## src/rtl/pipe_ctrl_if.sv

```systemverilog
// Handshake bundle between the pipeline stage logic (master) and pipe_ctrl (slave).
// Carries memory request/response strobes, hazard/flush requests and per-stage enables.
interface pipe_ctrl_if #(
    parameter int NUM_STAGES = 5
);
    logic                  imem_req;
    logic                  imem_resp;
    logic                  dmem_req;
    logic                  dmem_resp;
    logic                  hazard_stall;
    logic                  flush;
    logic [NUM_STAGES-1:0] stage_en;
    logic [NUM_STAGES-1:0] stage_valid;
    logic                  flush_ack;
    logic                  imem_discard;

    modport master (
        output imem_req, imem_resp, dmem_req, dmem_resp, hazard_stall, flush,
        input  stage_en, stage_valid, flush_ack, imem_discard
    );

    modport slave (
        input  imem_req, imem_resp, dmem_req, dmem_resp, hazard_stall, flush,
        output stage_en, stage_valid, flush_ack, imem_discard
    );
endinterface

```

## src/rtl/pipe_ctrl.sv

```systemverilog
// Pipeline hazard/stall controller: per-stage enables and valid bits, memory waits, load-use
// bubbles and flush squash. Define PIPE_CTRL_PERF_EN to add the perf_* stall/flush counters.
module pipe_ctrl #(
    parameter int NUM_STAGES      = 5,
    parameter int IMEM_RESP_STAGE = 1,
    parameter int DMEM_RESP_STAGE = 4,
    parameter int HAZ_STAGE       = 1,
    parameter int FLUSH_DEPTH     = 2
) (
    input  logic        clk,
    input  logic        rst,
    pipe_ctrl_if.slave  bus
`ifdef PIPE_CTRL_PERF_EN
    ,
    output logic [31:0] perf_imem_stall,
    output logic [31:0] perf_dmem_stall,
    output logic [31:0] perf_haz_stall,
    output logic [31:0] perf_flush
`endif
);

    localparam logic [NUM_STAGES-1:0] VALID_RST = {{(NUM_STAGES-1){1'b0}}, 1'b1};

    logic [NUM_STAGES-1:0] valid_q, valid_d;
    logic                  imem_pend_q, imem_pend_d;
    logic                  imem_drop_q, imem_drop_d;
    logic                  dmem_pend_q, dmem_pend_d;

    logic [NUM_STAGES-1:0] wait_c, stall_c, en_c;
    logic                  fetch_busy, wait_imem, wait_dmem, wait_haz;
    logic                  imem_resp_ok, flush_ack_c, drop_now;

    // A response owed to a squashed fetch must not satisfy the decode-side wait.
    assign imem_resp_ok = bus.imem_resp & ~imem_drop_q;

    assign fetch_busy = imem_pend_q & ~bus.imem_resp;
    assign wait_imem  = valid_q[IMEM_RESP_STAGE] & imem_pend_q & ~imem_resp_ok;
    assign wait_dmem  = valid_q[DMEM_RESP_STAGE] & dmem_pend_q & ~bus.dmem_resp;
    assign wait_haz   = valid_q[HAZ_STAGE] & bus.hazard_stall;

    always_comb begin
        wait_c = '0;
        for (int i = 0; i < NUM_STAGES; i++) begin
            wait_c[i] = ((i == 0) & fetch_busy)
                      | ((i == IMEM_RESP_STAGE) & wait_imem)
                      | ((i == DMEM_RESP_STAGE) & wait_dmem)
                      | ((i == HAZ_STAGE) & wait_haz);
        end
    end

    // Back pressure ripples upstream only through stages that hold a real instruction.
    always_comb begin
        logic s;
        logic down_valid;
        stall_c    = '0;
        s          = 1'b0;
        down_valid = 1'b0;
        for (int i = NUM_STAGES - 1; i >= 0; i--) begin
            s          = wait_c[i] | (s & down_valid);
            stall_c[i] = s;
            down_valid = valid_q[i];
        end
    end

    assign en_c        = ~stall_c;
    assign flush_ack_c = bus.flush & en_c[FLUSH_DEPTH+1];
    assign drop_now    = flush_ack_c & imem_pend_q;

    always_comb begin
        logic incoming;
        valid_d  = valid_q;
        incoming = 1'b1;
        for (int i = 0; i < NUM_STAGES; i++) begin
            if (en_c[i]) begin
                valid_d[i] = incoming;
            end
            incoming = valid_q[i] & en_c[i];
            if (flush_ack_c && (i >= 1) && (i <= FLUSH_DEPTH)) begin
                valid_d[i] = 1'b0;
            end
        end
    end

    assign imem_pend_d = (bus.imem_req & en_c[0]) | (imem_pend_q & ~bus.imem_resp);
    assign imem_drop_d = ~bus.imem_resp & (imem_drop_q | drop_now);
    assign dmem_pend_d = (bus.dmem_req & en_c[DMEM_RESP_STAGE-1]) | (dmem_pend_q & ~bus.dmem_resp);

    always_ff @(posedge clk) begin
        if (rst) begin
            valid_q     <= VALID_RST;
            imem_pend_q <= 1'b0;
            imem_drop_q <= 1'b0;
            dmem_pend_q <= 1'b0;
        end else begin
            valid_q     <= valid_d;
            imem_pend_q <= imem_pend_d;
            imem_drop_q <= imem_drop_d;
            dmem_pend_q <= dmem_pend_d;
        end
    end

    assign bus.stage_en     = en_c;
    assign bus.stage_valid  = valid_q;
    assign bus.flush_ack    = flush_ack_c;
    assign bus.imem_discard = bus.imem_resp & (imem_drop_q | drop_now);

`ifdef PIPE_CTRL_PERF_EN
    always_ff @(posedge clk) begin
        if (rst) begin
            perf_imem_stall <= '0;
            perf_dmem_stall <= '0;
            perf_haz_stall  <= '0;
            perf_flush      <= '0;
        end else begin
            if (wait_imem)   perf_imem_stall <= perf_imem_stall + 32'd1;
            if (wait_dmem)   perf_dmem_stall <= perf_dmem_stall + 32'd1;
            if (wait_haz)    perf_haz_stall  <= perf_haz_stall + 32'd1;
            if (flush_ack_c) perf_flush      <= perf_flush + 32'd1;
        end
    end
`endif

endmodule

```

## src/flat_wrapper.sv

```systemverilog
// flat-port wrapper written by rule: the top's interface ports become plain ports
module pipe_ctrl_flat 
#(
    parameter int NUM_STAGES      = 5,
    parameter int IMEM_RESP_STAGE = 1,
    parameter int DMEM_RESP_STAGE = 4,
    parameter int HAZ_STAGE       = 1,
    parameter int FLUSH_DEPTH     = 2
)
  (clk, rst, bus_imem_req, bus_imem_resp, bus_dmem_req, bus_dmem_resp, bus_hazard_stall, bus_flush, bus_stage_en, bus_stage_valid, bus_flush_ack, bus_imem_discard);
  pipe_ctrl_if #(.NUM_STAGES(NUM_STAGES)) bus_i ();
  input  logic clk;
  input  logic rst;
  input wire logic [$bits(bus_i.imem_req)-1:0] bus_imem_req;
  input wire logic [$bits(bus_i.imem_resp)-1:0] bus_imem_resp;
  input wire logic [$bits(bus_i.dmem_req)-1:0] bus_dmem_req;
  input wire logic [$bits(bus_i.dmem_resp)-1:0] bus_dmem_resp;
  input wire logic [$bits(bus_i.hazard_stall)-1:0] bus_hazard_stall;
  input wire logic [$bits(bus_i.flush)-1:0] bus_flush;
  output wire logic [$bits(bus_i.stage_en)-1:0] bus_stage_en;
  output wire logic [$bits(bus_i.stage_valid)-1:0] bus_stage_valid;
  output wire logic [$bits(bus_i.flush_ack)-1:0] bus_flush_ack;
  output wire logic [$bits(bus_i.imem_discard)-1:0] bus_imem_discard;
  assign bus_i.imem_req = bus_imem_req;
  assign bus_i.imem_resp = bus_imem_resp;
  assign bus_i.dmem_req = bus_dmem_req;
  assign bus_i.dmem_resp = bus_dmem_resp;
  assign bus_i.hazard_stall = bus_hazard_stall;
  assign bus_i.flush = bus_flush;
  assign bus_stage_en = bus_i.stage_en;
  assign bus_stage_valid = bus_i.stage_valid;
  assign bus_flush_ack = bus_i.flush_ack;
  assign bus_imem_discard = bus_i.imem_discard;
  pipe_ctrl #(.NUM_STAGES(NUM_STAGES), .IMEM_RESP_STAGE(IMEM_RESP_STAGE), .DMEM_RESP_STAGE(DMEM_RESP_STAGE), .HAZ_STAGE(HAZ_STAGE), .FLUSH_DEPTH(FLUSH_DEPTH)) u_core (.clk(clk), .rst(rst), .bus(bus_i));
endmodule
```

## config.mk

```make
export PLATFORM = sky130hd
export DESIGN_NAME = pipe_ctrl_flat
export DESIGN_NICKNAME = d
export VERILOG_FILES = /design/src/rtl/pipe_ctrl_if.sv /design/src/rtl/pipe_ctrl.sv /design/src/flat_wrapper.sv
export SDC_FILE = /design/constraint.sdc
export NUM_CORES = 1
export LEC_CHECK = 0
export ABC_AREA = 1
export BUFFER_PORTS_ARGS = -buffer_cell sky130_fd_sc_hd__buf_2
export CAP_MARGIN = 5
export CELL_PAD_IN_SITES_DETAIL_PLACEMENT = 0
export CELL_PAD_IN_SITES_GLOBAL_PLACEMENT = 1
export CORE_MARGIN = 2
export CORE_UTILIZATION = 25
export DETAILED_ROUTE_END_ITERATION = 6
export MAX_ROUTING_LAYER = met4
export PLACE_DENSITY = 0.69
export SETUP_SLACK_MARGIN = 0.05
export SYNTH_ARGS = -nofsm -noshare
export SYNTH_HDL_FRONTEND = slang
export SYNTH_SLANG_ARGS = --single-unit
```

## constraint.sdc

```tcl
create_clock -name clk -period 1.1 [get_ports clk]
set_input_delay 0.055 -clock clk [delete_from_list [all_inputs] [get_ports clk]]
set_output_delay 0.055 -clock clk [all_outputs]
set_load 0.01 [all_outputs]
```

# Word level (Yosys, flattened, before mapping)
# Cells that the tools add are included.
[word_totals] ff_bits=7 in_bits=8 out_inout_bits=12
[op_classes] bitwise_logic=32 reduce_logical=1
[op_table] op="$and 1x1->1" count=21
[op_table] op="$or 1x1->1" count=6
[op_table] op="$not 5->5" count=1
[op_table] op="$not 1->1" count=4
[op_table] op="$reduce_or 2->1" count=1

# Logic depth before layout (Yosys ltp)
[depth] word_depth=13 depth_mapped=9 mapped_depth_nobuf=9

# Worst setup path before layout
# OpenSTA, ideal clock, no wires.
[synth_path] kind="register -> register" from="reg u_core.valid_q[4], in the netlist u_core.bus.stage_valid[4]" to="reg u_core.valid_q[2], in the netlist u_core.bus.stage_valid[2]" setup_time_ps=64 t_arrival_ps=1031 path_slack_ps=5 stages_incl_launch_ff=8 synth_period_minus_slack_ps=1095 path_cell_list="dfxtp_1 > nand2_2 > nor2_4 > inv_2 > nand2_2 > inv_2 > or2_0 > nor2_1"
[synth_lines] element="start: declaration" line_no="pipe_ctrl.sv:24" rtl="logic [NUM_STAGES-1:0] valid_q, valid_d;"
[synth_lines] element="start signal: assignment" line_no="pipe_ctrl.sv:95" rtl="valid_q <= valid_d;"
[synth_lines] element="$and 1x1->1 (2 in series)" line_no="pipe_ctrl.sv:38" rtl="assign wait_dmem = valid_q[DMEM_RESP_STAGE] & dmem_pend_q & ~bus.dmem_resp;"
[synth_lines] element="$and 1x1->1 (*)" line_no="pipe_ctrl.sv:59" rtl="s = wait_c[i] | (s & down_valid);"
[synth_lines] element="$not 5->5 (*)" line_no="pipe_ctrl.sv:65" rtl="assign en_c = ~stall_c;"
[synth_lines] element="$and 1x1->1 (*)" line_no="pipe_ctrl.sv:66" rtl="assign flush_ack_c = bus.flush & en_c[FLUSH_DEPTH+1];"
[synth_lines] element="via bus_flush_ack" line_no="flat_wrapper.sv:22" rtl="output wire logic [$bits(bus_i.flush_ack)-1:0] bus_flush_ack;"
[synth_lines] element="$reduce_or 2->1 (no source line) (*)"
# The timed path passes the listed nets; every way through them passes the cells marked *.
# A chain may end at the register's enable or synchronous reset.

# Final worst setup path
[layout_path] from="reg u_core.dmem_pend_q" to="out bus_imem_discard"
[layout_via] elab_chain_len=8
[layout_lines] element="start: declaration" line_no="pipe_ctrl.sv:27" rtl="logic dmem_pend_q, dmem_pend_d;"
[layout_lines] element="start signal: assignment" line_no="pipe_ctrl.sv:98" rtl="dmem_pend_q <= dmem_pend_d;"
[layout_lines] element="$and 1x1->1 (2 in series)" line_no="pipe_ctrl.sv:38"
[layout_lines] element="$and 1x1->1" line_no="pipe_ctrl.sv:59"
[layout_lines] element="$not 5->5" line_no="pipe_ctrl.sv:65"
[layout_lines] element="$and 1x1->1" line_no="pipe_ctrl.sv:66"
[layout_lines] element="$and 1x1->1" line_no="pipe_ctrl.sv:67" rtl="assign drop_now = flush_ack_c & imem_pend_q;"
[layout_lines] element="$or 1x1->1" line_no="pipe_ctrl.sv:105" rtl="assign bus.imem_discard = bus.imem_resp & (imem_drop_q | drop_now);"
[layout_lines] element="$and 1x1->1" line_no="pipe_ctrl.sv:105"
[layout_lines] element="end: declaration" line_no="flat_wrapper.sv:23" rtl="output wire logic [$bits(bus_i.imem_discard)-1:0] bus_imem_discard;"
# Every way passes these cells.

==> results summary <==
The run finished, with violations left. The checks that failed: negative setup slack. The detailed-route DRC error count is 0. The total setup violations reported at the end of the flow is 7. The Yosys warning count is 0. After detailed placement, the total cell area comes to 438 um2.

The number of primary I/O pins came out at 20. For the finished layout, the period the worst path requires is 1.27 ns. The mapped netlist covers 328 um2. The maximum clock rate is 789 MHz. The maximum buffer depth of the clock tree is 2. The initial antenna violation count is 0.

The count of buffers added on input and output ports is 18. The worst-case setup margin in the final layout came out at -0.168 ns. The starting density of the core is 0.258.

The part of the Yosys area used for sequential elements came out at 0.427. TritonCTS built the clock tree. Measured in cells, the most critical reg-to-reg path has a length of 8.

The die area came out at 1620 um2. The area growth from synthesis to final layout is 60.3%. The DRC marker count from the first detailed-route iteration is 3.

Using the TritonRoute via totals, the vias-per-cell ratio works out to 4.09. The first TritonRoute pass finished after 2 iterations. In this run the number of H-tree levels came out at 1. The number of max-capacitance violations reported is 0.

The number of antenna diodes in the final layout is 0. The layout cell share with drive strength beyond 1 came out at 0.527. The top cell type's share of synthesized area is 0.427. The destination of the worst register-to-register timing path is u_core.bus.stage_valid[1]. Before CTS, the worst setup slack after placement is 0.0292 ns. The type of element capturing the critical path is an output port.

The number of synthesized flops with an enable pin is 0. Averaged over all synthesized cells, the footprint is 6.83 um2. The global-route total usage across every layer came out at 0.122. The routability congestion estimate came out at 0.596. The post-synthesis cell count came out at 48. The end of the worst hold path is u_core.dmem_pend_q. The via count of the first global-routing pass is 282. In this run the worst hold path is classified as input port to register.

The row count is 13. The final non-filler cell area came out at 526 um2. The CTS buffer count is 3. The critical path is of the register to output port type. Of all cell types, the one taking the most synthesized area is dfxtp_1.

The number of cells on the worst hold path came out at 3. The most instantiated library cell after synthesis is nand2_1. For this block, the routed nets add up to about 840 um of wire.

The worst register-to-register path begins at u_core.dmem_pend_q. The detailed-route wire length per cell came out at 9.43 um. The count of unique library cells instantiated by Yosys came out at 15. The number of register bits inferred by synthesis came out at 7. The net count after synthesis is 56. In this run the horizontal extent of the chip is between 40 and 50 um. The total count of hold-check failures in the final report is 0. The core region is between 1000 and 1500 um2.

The final net count is just over 80. The worst hold path startpoint is bus_dmem_req. The fraction of synthesis flops using an asynchronous set or reset pin came out at 0. Clock tree synthesis selected as its root buffer the cell clkbuf_4. The number of pins with negative max-slew slack in the final report is 0. The clock sink count is 7. Ranked by total cell area, the synthesized netlist is headed by dfxtp_1, nand2_1, inv_1. IR analysis of the VDD net gives a maximum drop of 0.000534 V. Counting instances in the post-synthesis netlist gives the leading cell types as nand2_1, inv_1, dfxtp_1. The worst hold slack after final layout came out at 0.0233 ns.

The endpoint arrival time on the critical path is 1.21 ns. The sum of net half-perimeters after detailed placement came out at 586 um. Among all flip-flop cells after synthesis, the most frequent one is dfxtp_1. The required time of the critical path is 1.04 ns. The count of vias placed by the detailed router is 364.

The clock latency of the later-clocked register in the worst-skew pair came out at 0.24 ns. Summed over all layers, the global routing overflow is 0. The detail route stage leaves a number of antenna-violating nets equal to 0. Setup repair after global routing could not meet its margin everywhere.

The power density of the placed cells is 1130 nW/um2. Across all register-to-register paths, the minimum setup slack is -0.05 ns. Of all nets on the critical path, the largest fanout is 3. The number of fillers in the final layout came out at between 100 and 150.

The largest net degree at the start of global routing came out at 7. The share of the clock period used by the worst path came out at 1.15. STA classifies the critical path startpoint as a register. The first global-routing pass estimated 1170 um of wire. Measured along the y axis, the die boundary spans 40.2 um. Clock-pin slew was measured on the worst setup and hold paths at 0.05 ns. The setup skew after layout came out at 0.00204 ns. The standby leakage power came out at between 0.2 and 0.3 nW.
[area by class of cell]
cell class	count	area (um2)	share of cell area
multi-input cells	30	158	0.300
flip-flops and latches	7	143	0.271
repair buffers	23	143	0.271
inverters	10	37.5	0.0714
clock buffers	4	26.3	0.0500
well taps	15	18.8	0.0357
[per-layer routing]
metal  vias up  share of wire  global-route usage  wire length [um]
li1        194              -                   -                 -
met1       154           0.46               0.141               390
met2        16           0.45               0.173               380
met3         0          0.081              0.0333                68
met4         0              0               0.100                 0
met5         -              0                   -                 0
[worst max path at each step]
| stage | from | endpoint | cells past startpoint | slack, ns |
|---|---|---|---|---|
| 3_3_place_gp | u_core.dmem_pend_q | u_core.imem_pend_q | 7 | 0.04 |
| 2_1_floorplan | u_core.bus.stage_valid[4] | u_core.bus.stage_valid[2] | 7 | 0.05 |
| 5_1_grt | u_core.dmem_pend_q | bus_imem_discard | 10 | -0.25 |
| 4_1_cts | u_core.dmem_pend_q | bus_imem_discard | 10 | -0.19 |
| 3_5_place_dp | u_core.dmem_pend_q | u_core.imem_pend_q | 7 | 0.03 |
| 6_report | u_core.dmem_pend_q | bus_imem_discard | 10 | -0.17 |
[report_power, final]
group	internal [mW]	total, mW	switching (mW)
clock network	0.138	0.232	0.0936
registers	0.264	0.274	0.00926
logic	0.0437	0.0859	0.0422
[logic make-up after synthesis]
kind of cell,count (synthesis),synth area share
flip-flops,7,0.427
buffers and inverters,11,0.137
other,1,0.0114
AO/OA/AOI/OAI,6,0.103
AND/OR/NAND/NOR,23,0.321
[what timing repair did]
item,in CTS,in global routing
pin swaps,2,2
hold buffers,1,0
setup endpoints to repair,8,11
hold endpoints to repair,1,0
resized for setup,7,5
buffers inserted,3,0
cloned,0,0
[per-stage QoR]
stage,setup TNS (ns),utilization,power (mW),std cells
floorplan,0,-,0.314,48
global placement,0,0.345,0.348,81
detailed placement,0,0.345,0.348,81
CTS,-0.717,0.405,0.596,89
global route,-1.12,0.414,0.633,89
finish,-0.579,0.414,0.592,89
[state kept, by name, summed over array words and instances (netlist names)]
register and flops:
u_core.bus.stage_valid 4, u_core.dmem_pend_q 1, u_core.imem_drop_q 1, u_core.imem_pend_q 1
[worst max-delay path, cell delays in order (launching register included)]
cell and delay [ns]:
dfxtp_2 0.33, nand2_2 0.06, nor2_4 0.11, inv_2 0.06, nand2_2 0.06, inv_2 0.04
nand2_1 0.05, nand2_1 0.06, inv_2 0.05, nor2_1 0.03, buf_2 0.13
[cell usage in the layout, fill, tap and decap left out, types with 2 or more instances in the layout]
cell and count:
buf_2 16, nand2_1 7, inv_1 6, nor2_1 6
nand2_2 5, dfxtp_1 5, inv_2 4, a21oi_1 4
buf_4 4, clkbuf_4 3, buf_6 2, dfxtp_2 2
Note: power is estimated with default switching activity, not from simulation.
